$ cat config.mk
export PLATFORM = sky130hd
export DESIGN_NAME = bp_fe_instr_realigner
export DESIGN_NICKNAME = d
export VERILOG_FILES = /design/src/rtl/bp_fe_pkg.sv /design/src/rtl/bp_fe_instr_realigner.sv
export SDC_FILE = /design/constraint.sdc
export NUM_CORES = 1
export LEC_CHECK = 0
export ABC_AREA = 1
export BUFFER_PORTS_ARGS = -buffer_cell sky130_fd_sc_hd__buf_2
export CORE_ASPECT_RATIO = 2
export CORE_MARGIN = 5
export CORE_UTILIZATION = 38
export DETAILED_ROUTE_END_ITERATION = 10
export GPL_TIMING_DRIVEN = 0
export REMOVE_ABC_BUFFERS = 1
export SLEW_MARGIN = 20
export SYNTH_ARGS = -nofsm -noshare
export SYNTH_HDL_FRONTEND = slang
export SYNTH_SLANG_ARGS = --single-unit
$ cat constraint.sdc
create_clock -name clk_i -period 1.5 [get_ports clk_i]
set_input_delay 0.15 -clock clk_i [delete_from_list [all_inputs] [get_ports clk_i]]
set_output_delay 0.15 -clock clk_i [all_outputs]
set_load 0.01 [all_outputs]
$ cat src/rtl/bp_fe_pkg.sv
// Shared front-end types and helpers for the instruction realigner.
package bp_fe_pkg;

  localparam int fetch_word_width_gp = 32;

  typedef enum logic [2:0] {
    IDLE,
    LO,
    HI,
    SPLIT_WAIT,
    SPLIT
  } bp_fe_realigner_state_e;

  // Any 16-bit parcel whose low two bits are not 2'b11 starts an RVC instruction.
  function automatic logic is_rvc(input logic [15:0] half);
    return half[1:0] != 2'b11;
  endfunction

endpackage

$ cat src/rtl/bp_fe_instr_realigner.sv
// Splits aligned 32-bit fetch words into RVC / 32-bit instructions, stitching
// 32-bit instructions that straddle two consecutive fetch words.
module bp_fe_instr_realigner
  import bp_fe_pkg::*;
#(
  parameter int vaddr_width_p = 39
) (
  input  logic                                  clk_i,
  input  logic                                  reset_n_i,
  input  logic                                  flush_i,
  input  logic                                  fetch_v_i,
  input  logic [vaddr_width_p-1:0]              fetch_pc_i,
  input  logic [fetch_word_width_gp-1:0]        fetch_data_i,
  output logic                                  fetch_ready_o,
  output logic                                  v_o,
  output logic [fetch_word_width_gp-1:0]        instr_o,
  output logic [vaddr_width_p-1:0]              pc_o,
  output logic                                  compressed_o,
  input  logic                                  yumi_i
);

  bp_fe_realigner_state_e           state_r;
  logic [fetch_word_width_gp-1:0]   word_r;
  logic [vaddr_width_p-1:0]         wpc_r;
  logic [15:0]                      part_r;
  logic [vaddr_width_p-1:0]         ppc_r;

  logic                             lo_rvc;
  logic                             hi_rvc;
  logic [vaddr_width_p-1:0]         hi_pc;
  logic                             accept;
  bp_fe_realigner_state_e           accept_state;

  assign lo_rvc       = is_rvc(word_r[15:0]);
  assign hi_rvc       = is_rvc(word_r[31:16]);
  assign hi_pc        = wpc_r + vaddr_width_p'(2);
  assign accept       = fetch_v_i & fetch_ready_o;
  // A redirect may land on the upper half; the low half is then skipped.
  assign accept_state = fetch_pc_i[1] ? HI : LO;

  // Instruction outputs decode registered state only; ready may see yumi/flush.
  always_comb begin
    v_o           = 1'b0;
    instr_o       = '0;
    pc_o          = '0;
    compressed_o  = 1'b0;
    fetch_ready_o = 1'b0;
    case (state_r)
      IDLE: begin
        fetch_ready_o = 1'b1;
      end
      LO: begin
        v_o  = 1'b1;
        pc_o = wpc_r;
        if (lo_rvc) begin
          instr_o      = {16'b0, word_r[15:0]};
          compressed_o = 1'b1;
        end else begin
          instr_o       = word_r;
          fetch_ready_o = yumi_i;
        end
      end
      HI: begin
        if (hi_rvc) begin
          v_o           = 1'b1;
          instr_o       = {16'b0, word_r[31:16]};
          pc_o          = hi_pc;
          compressed_o  = 1'b1;
          fetch_ready_o = yumi_i;
        end else begin
          fetch_ready_o = 1'b1;
        end
      end
      SPLIT_WAIT: begin
        fetch_ready_o = 1'b1;
      end
      SPLIT: begin
        v_o     = 1'b1;
        instr_o = {word_r[15:0], part_r};
        pc_o    = ppc_r;
      end
      default: begin
        fetch_ready_o = 1'b0;
      end
    endcase
    if (flush_i) begin
      fetch_ready_o = 1'b0;
    end
  end

  always_ff @(posedge clk_i or negedge reset_n_i) begin
    if (!reset_n_i) begin
      state_r <= IDLE;
      word_r  <= '0;
      wpc_r   <= '0;
      part_r  <= '0;
      ppc_r   <= '0;
    end else if (flush_i) begin
      state_r <= IDLE;
      part_r  <= '0;
      ppc_r   <= '0;
    end else begin
      if (accept) begin
        word_r <= fetch_data_i;
        wpc_r  <= fetch_pc_i & ~vaddr_width_p'(3);
      end
      case (state_r)
        IDLE: begin
          if (accept) state_r <= accept_state;
        end
        LO: begin
          if (yumi_i) begin
            if (lo_rvc)      state_r <= HI;
            else if (accept) state_r <= accept_state;
            else             state_r <= IDLE;
          end
        end
        HI: begin
          if (hi_rvc) begin
            if (yumi_i) state_r <= accept ? accept_state : IDLE;
          end else begin
            // Park the leading half; word_r may be replaced by the next word now.
            part_r  <= word_r[31:16];
            ppc_r   <= hi_pc;
            state_r <= accept ? SPLIT : SPLIT_WAIT;
          end
        end
        SPLIT_WAIT: begin
          if (accept) state_r <= SPLIT;
        end
        SPLIT: begin
          if (yumi_i) state_r <= HI;
        end
        default: begin
          state_r <= IDLE;
        end
      endcase
    end
  end

endmodule
-- Word-level counts from Yosys, hierarchy flattened
Index checks and enable logic that the tools add are counted.
- register bits after elaboration: 127
- bits of input ports: 76
- output and inout port bits: 74
- word-level logic and storage cells: 58
- add/sub/neg operators: 1
- equality and inequality tests: 12
- muxes and demuxes: 31
- bitwise logic cells: 2
- reductions and logical operators: 7
- operators by type and width (operator ; count):
    $mux 39 ; 4
    $pmux 39 s3 ; 1
    $pmux 32 s3 ; 1
    $mux 16 ; 4
    $add 39x2->39 const B ; 1
    $mux 32 ; 1
    $mux 3 ; 8
    $pmux 3 s5 ; 1
    $ne 3x3->1 const B ; 4
    $eq 3x2->1 const B ; 2
    $mux 2 ; 3
    $ne 2x2->1 const B ; 3
    $mux 1 ; 5
    $reduce_and 5->1 ; 1
    $ne 4x4->1 const B ; 1
    $pmux 1 s2 ; 2
    $reduce_and 2->1 ; 2
    $reduce_or 2->1 ; 2
    $eq 3x1->1 const B ; 1
    $eq 3x3->1 const B ; 1
    $logic_not 3->1 ; 1
    $pmux 1 s3 ; 1
    $reduce_bool 2->1 ; 1
    $and 1x1->1 ; 1
    $not 1->1 ; 1

-- Logic depth before layout (Yosys ltp)
- depth after elaboration: 10
- gate-level depth with buffers: 13
- mapped depth without buffers: 13

-- Worst setup path after synthesis
Ideal clock, no wire load.
- kind: register to output
- from: reg state_r[1]
- to: out pc_o[10]
- arrival: 1.397 ns
- data required time: 1.350 ns
- slack: -0.047 ns
- cell stages (with the launch flop): 11
- buffers on the path: 2
- cell sequence: dfrtp_1 inv_2 nor2_1 inv_2 nor2_4 nand2_2 nand2_1 inv_2 buf_2 buf_6 o22ai_2
- longest elaborated chain between the ends: 2
- elaborated cells on any way between the ends: 4
- those cells by class: eq/ne: 3; mux: 1
- ends and longest elaborated chain (item ; line ; source):
    start, declared ; bp_fe_instr_realigner.sv:22 ; bp_fe_realigner_state_e state_r;
    start signal, assigned ; bp_fe_instr_realigner.sv:109 ; if (accept) state_r <= accept_state;
    start signal, assigned ; bp_fe_instr_realigner.sv:114 ; else if (accept) state_r <= accept_state;
    start signal, assigned ; bp_fe_instr_realigner.sv:120 ; if (yumi_i) state_r <= accept ? accept_state : IDLE;
    $eq 3x3->1 (tied with other cells) ; bp_fe_instr_realigner.sv:48 ; case (state_r)
    $pmux 39 s3 * ; bp_fe_instr_realigner.sv:48 ;
    end, declared ; bp_fe_instr_realigner.sv:17 ; output logic [vaddr_width_p-1:0] pc_o,
Mark *: on every way between the ends. The rest lies on a longest branch, timed or not.

-- Worst setup path after layout
- from: reg state_r[1]
- to: out pc_o[31]
Same word-level chain as after synthesis.

==> results.py <==
metrics = {
    "route": {
        "antenna_left": 0,
        "drc": 0,
        "vias": 6011,
        "drt-initial-drc-count": 268,
        "wl_um": 24980,
        "via_per_inst": 5.250,
        "first_pass_iters": 4,
        "wire_per_inst_um": 21.81,
    },
    "synth": {
        "synthTopCellsByArea": "dfrtp_1 47%, a21oi_2 9.2%, nor2_4 8.6%, inv_1 7.2%, o22ai_1 6.9%",
        "synth_top_area_share_pct": 47.19,
        "async_flop_share_pct": 100.0,
        "avgSynthCellArea_um2": 10.39,
        "synth_cell_types": 26,
        "synthesis.instances": 643,
        "syn_area_um2": 6681,
        "synth_largest_area_cell": "dfrtp_1",
        "synth-seq-cells": 126,
        "ys_seq_area_share_pct": 47.19,
        "yosysWarningCount": 0,
        "synthFlopType": "dfrtp_1",
        "synth-edff-count": 0,
    },
    "floorplan": {
        "ios": 150,
        "start_util_pct": 38.68,
        "row_count": 68,
        "core_area_um2": 17270,
        "die_w_um": 103.8,
        "die_h_um": 197.5,
        "die_area_um2": 20500,
    },
    "timing": {
        "max_freq_mhz": 477.7,
        "worstMarginPinSlew_ps": 883.9,
        "post-route-period-util_pct": 139.6,
        "setup_slack_ps": -593.5,
        "rsz0062_at_grt": "yes",
        "finalSetupViolCount": 199,
        "finalHoldViolCount": 0,
        "hold_ws_ps": 6.754,
        "fin_worst_skew_ps": 7.236,
        "slew_headroom_pct": 41.07,
        "report.final.slew_viol_count": 0,
        "finalCriticalPeriod_ps": 2094,
    },
    "critical_path": {
        "rr_startpoint": "state_r[1]$_DFFE_PN0P_",
        "ff2ff_path_depth": 12,
        "worstPathMaxFanout": 10,
        "criticalPathCategory": "flip-flop to primary output",
        "cp.arrival_ps": 1940,
        "end_kind": "primary output",
        "timing.rr.end": "wpc_r[8]$_DFFE_PN0P_",
        "rrSetupSlack_ps": -560,
        "startpoint_type": "flip-flop",
        "cp.required_ps": 1350,
    },
    "global_routing": {
        "antenna_found_initial": 1,
        "track_usage_pct": 23.36,
        "grt_max_degree": 96,
        "grt_pass1_wl_um": 37230,
        "grt_pass1_vias": 6496,
        "grt_overflow": 0,
    },
    "placed_design": {
        "gp_congestion": 0.8093,
        "place_hpwl_um": 11060,
        "io_buffer_count": 147,
        "place_ws_ps": -1430,
    },
    "worst_hold_path": {
        "holdPathStages": 3,
        "hold_class": "primary input to flip-flop",
        "hold_path.startpoint": "fetch_pc_i[28]",
        "holdPathEnd": "wpc_r[28]$_DFFE_PN0P_",
    },
    "cells_and_area": {
        "utilization_pct": 65.67,
        "final_nets": 999,
        "area_growth_pct": 69.76,
        "drive_above_1_share_pct": 61.24,
    },
    "power": {
        "power_density_nw_per_um2": 1702,
        "leakagePower_nw": 5.134,
        "power_mw": 19.30,
        "ir_worst_vdd_uv": 984.8,
    },
    "outcome": {
        "outcome": "complete, but fails checks",
        "violations": "negative setup slack",
    },
    "clocking": {
        "cts_buffers": 17,
        "cts.sinks": 126,
        "cts_max_level": 4,
        "cts_tree": "yes",
        "clock_latency_ps": 420,
        "clockRootBuffer": "clkbuf_16",
        "clk_path_buf_depth": 2,
        "clkTransAtPathRegs_ps": 60,
    },
    "run": {
        "drv_cap": 0,
    },
}
cell families (layout without fill, tap and decap cells):
family / count (synthesis) / in the layout / synth area share [%]
buf+inv: 181 / 464 / 13.89
other cells: 1 / 2 / 0.05613
compound gates: 200 / 200 / 24.57
simple gates: 135 / 143 / 14.29
flops: 126 / 126 / 47.19
sequential cells by signal (all words and copies together) (netlist names):
signal,count
ppc_r,38
wpc_r,37
word_r,32
part_r,16
state_r,3
through the flow:
stage               setup TNS (ps)  area (um2)  std cells
global placement           -627320        7279        959
finish                      -87130       11340       1145
global route                -99340       11340       1145
detailed placement         -163200        7465        966
CTS                         -74710       10550       1123
floorplan                  -251330        6281        602
where the power goes:
| group | total [mW] | switching (mW) | internal [mW] | leakage [nW] |
|---|---|---|---|---|
| registers | 5.15 | 0.491 | 4.66 | 1.47 |
| logic | 10.3 | 5.90 | 4.36 | 3.38 |
| clock network | 3.89 | 1.47 | 2.42 | 0.274 |
timing repair:
| action | in CTS | in global routing |
|---|---|---|
| resized for setup | 237 | 98 |
| pin swaps | 16 | 8 |
| gates cloned | 25 | 7 |
| endpoints found under the hold margin | 102 | 1 |
| hold buffers | 60 | 1 |
| setup buffers | 42 | 13 |
| endpoints found under the setup margin | 197 | 199 |
cells in the mapped netlist, types with 2 or more instances:
library cell / count
clkbuf_1: 6
nor2_1: 26
o22ai_2: 30
nand4_1: 3
nand2_1: 38
nor2_2: 4
dfrtp_1: 126
o21ai_0: 3
o221ai_1: 16
o21ai_1: 4
nor2_4: 51
inv_2: 9
buf_1: 2
buf_6: 6
nand2_2: 5
inv_1: 129
a21oi_1: 3
o22ai_1: 74
buf_12: 11
nand3_1: 6
clkinv_2: 2
a21oi_2: 70
buf_2: 15
nand3_4: 2
worst max-delay path, cell delays in order, from the launching register on:
cell and delay (ps):
dfrtp_2 410, inv_2 60, nor2_4 100, inv_2 60, nor2_4 170, nand2_4 120
nand2_8 190, inv_16 90, o22ai_4 170, buf_6 140
per-layer routing:
metal / wire length [um] / part of all wire (%) / track usage [%] / vias up
met1: 8869 / 36 / 25.51 / 3029
met4: 1218 / 4.9 / 10.52 / 0
met3: 859 / 3.4 / 4.482 / 74
met5: 0 / 0 / 0 / -
li1: - / - / - / 2717
met2: 14030 / 56 / 43.25 / 191
layout by cell type, fill, tap and decap left out, types with 18 or more instances in the layout:
| cell type | instances |
|---|---|
| a21oi_2 | 69 |
| nand2_1 | 20 |
| buf_16 | 20 |
| dlygate4sd3_1 | 61 |
| o22ai_4 | 20 |
| o22ai_2 | 80 |
| dfrtp_1 | 123 |
| buf_2 | 126 |
| nor2_4 | 74 |
| buf_4 | 18 |
| inv_1 | 129 |
| buf_6 | 33 |
cell type report:
type,count,area (um2)
fill,1260,5929
multi-input combinational,344,3807
antenna,1,2.502
timing repair inverter,11,186.4
clock inverter,7,62.56
timing repair buffer,283,2759
sequential,126,3157
inverter,140,616.8
clock buffer,23,488.0
tap,210,262.8
worst max path at each step:
| stage | startpoint | endpoint | slack (ps) |
|---|---|---|---|
| after floorplan | state_r[0]$_DFFE_PN0P_ | state_r[2]$_DFFE_PN0P_ | -2020 |
| after global placement | state_r[0]$_DFFE_PN0P_ | word_r[11]$_DFFE_PN0P_ | -2950 |
| after detailed placement | state_r[2]$_DFFE_PN0P_ | ppc_r[29]$_DFFE_PN0P_ | -1430 |
| after CTS | state_r[2]$_DFFE_PN0P_ | instr_o[27] | -510 |
| after global routing | state_r[1]$_DFFE_PN0P_ | pc_o[30] | -660 |
| final | state_r[1]$_DFFE_PN0P_ | pc_o[31] | -590 |
Power figures use the tool's default switching activity.
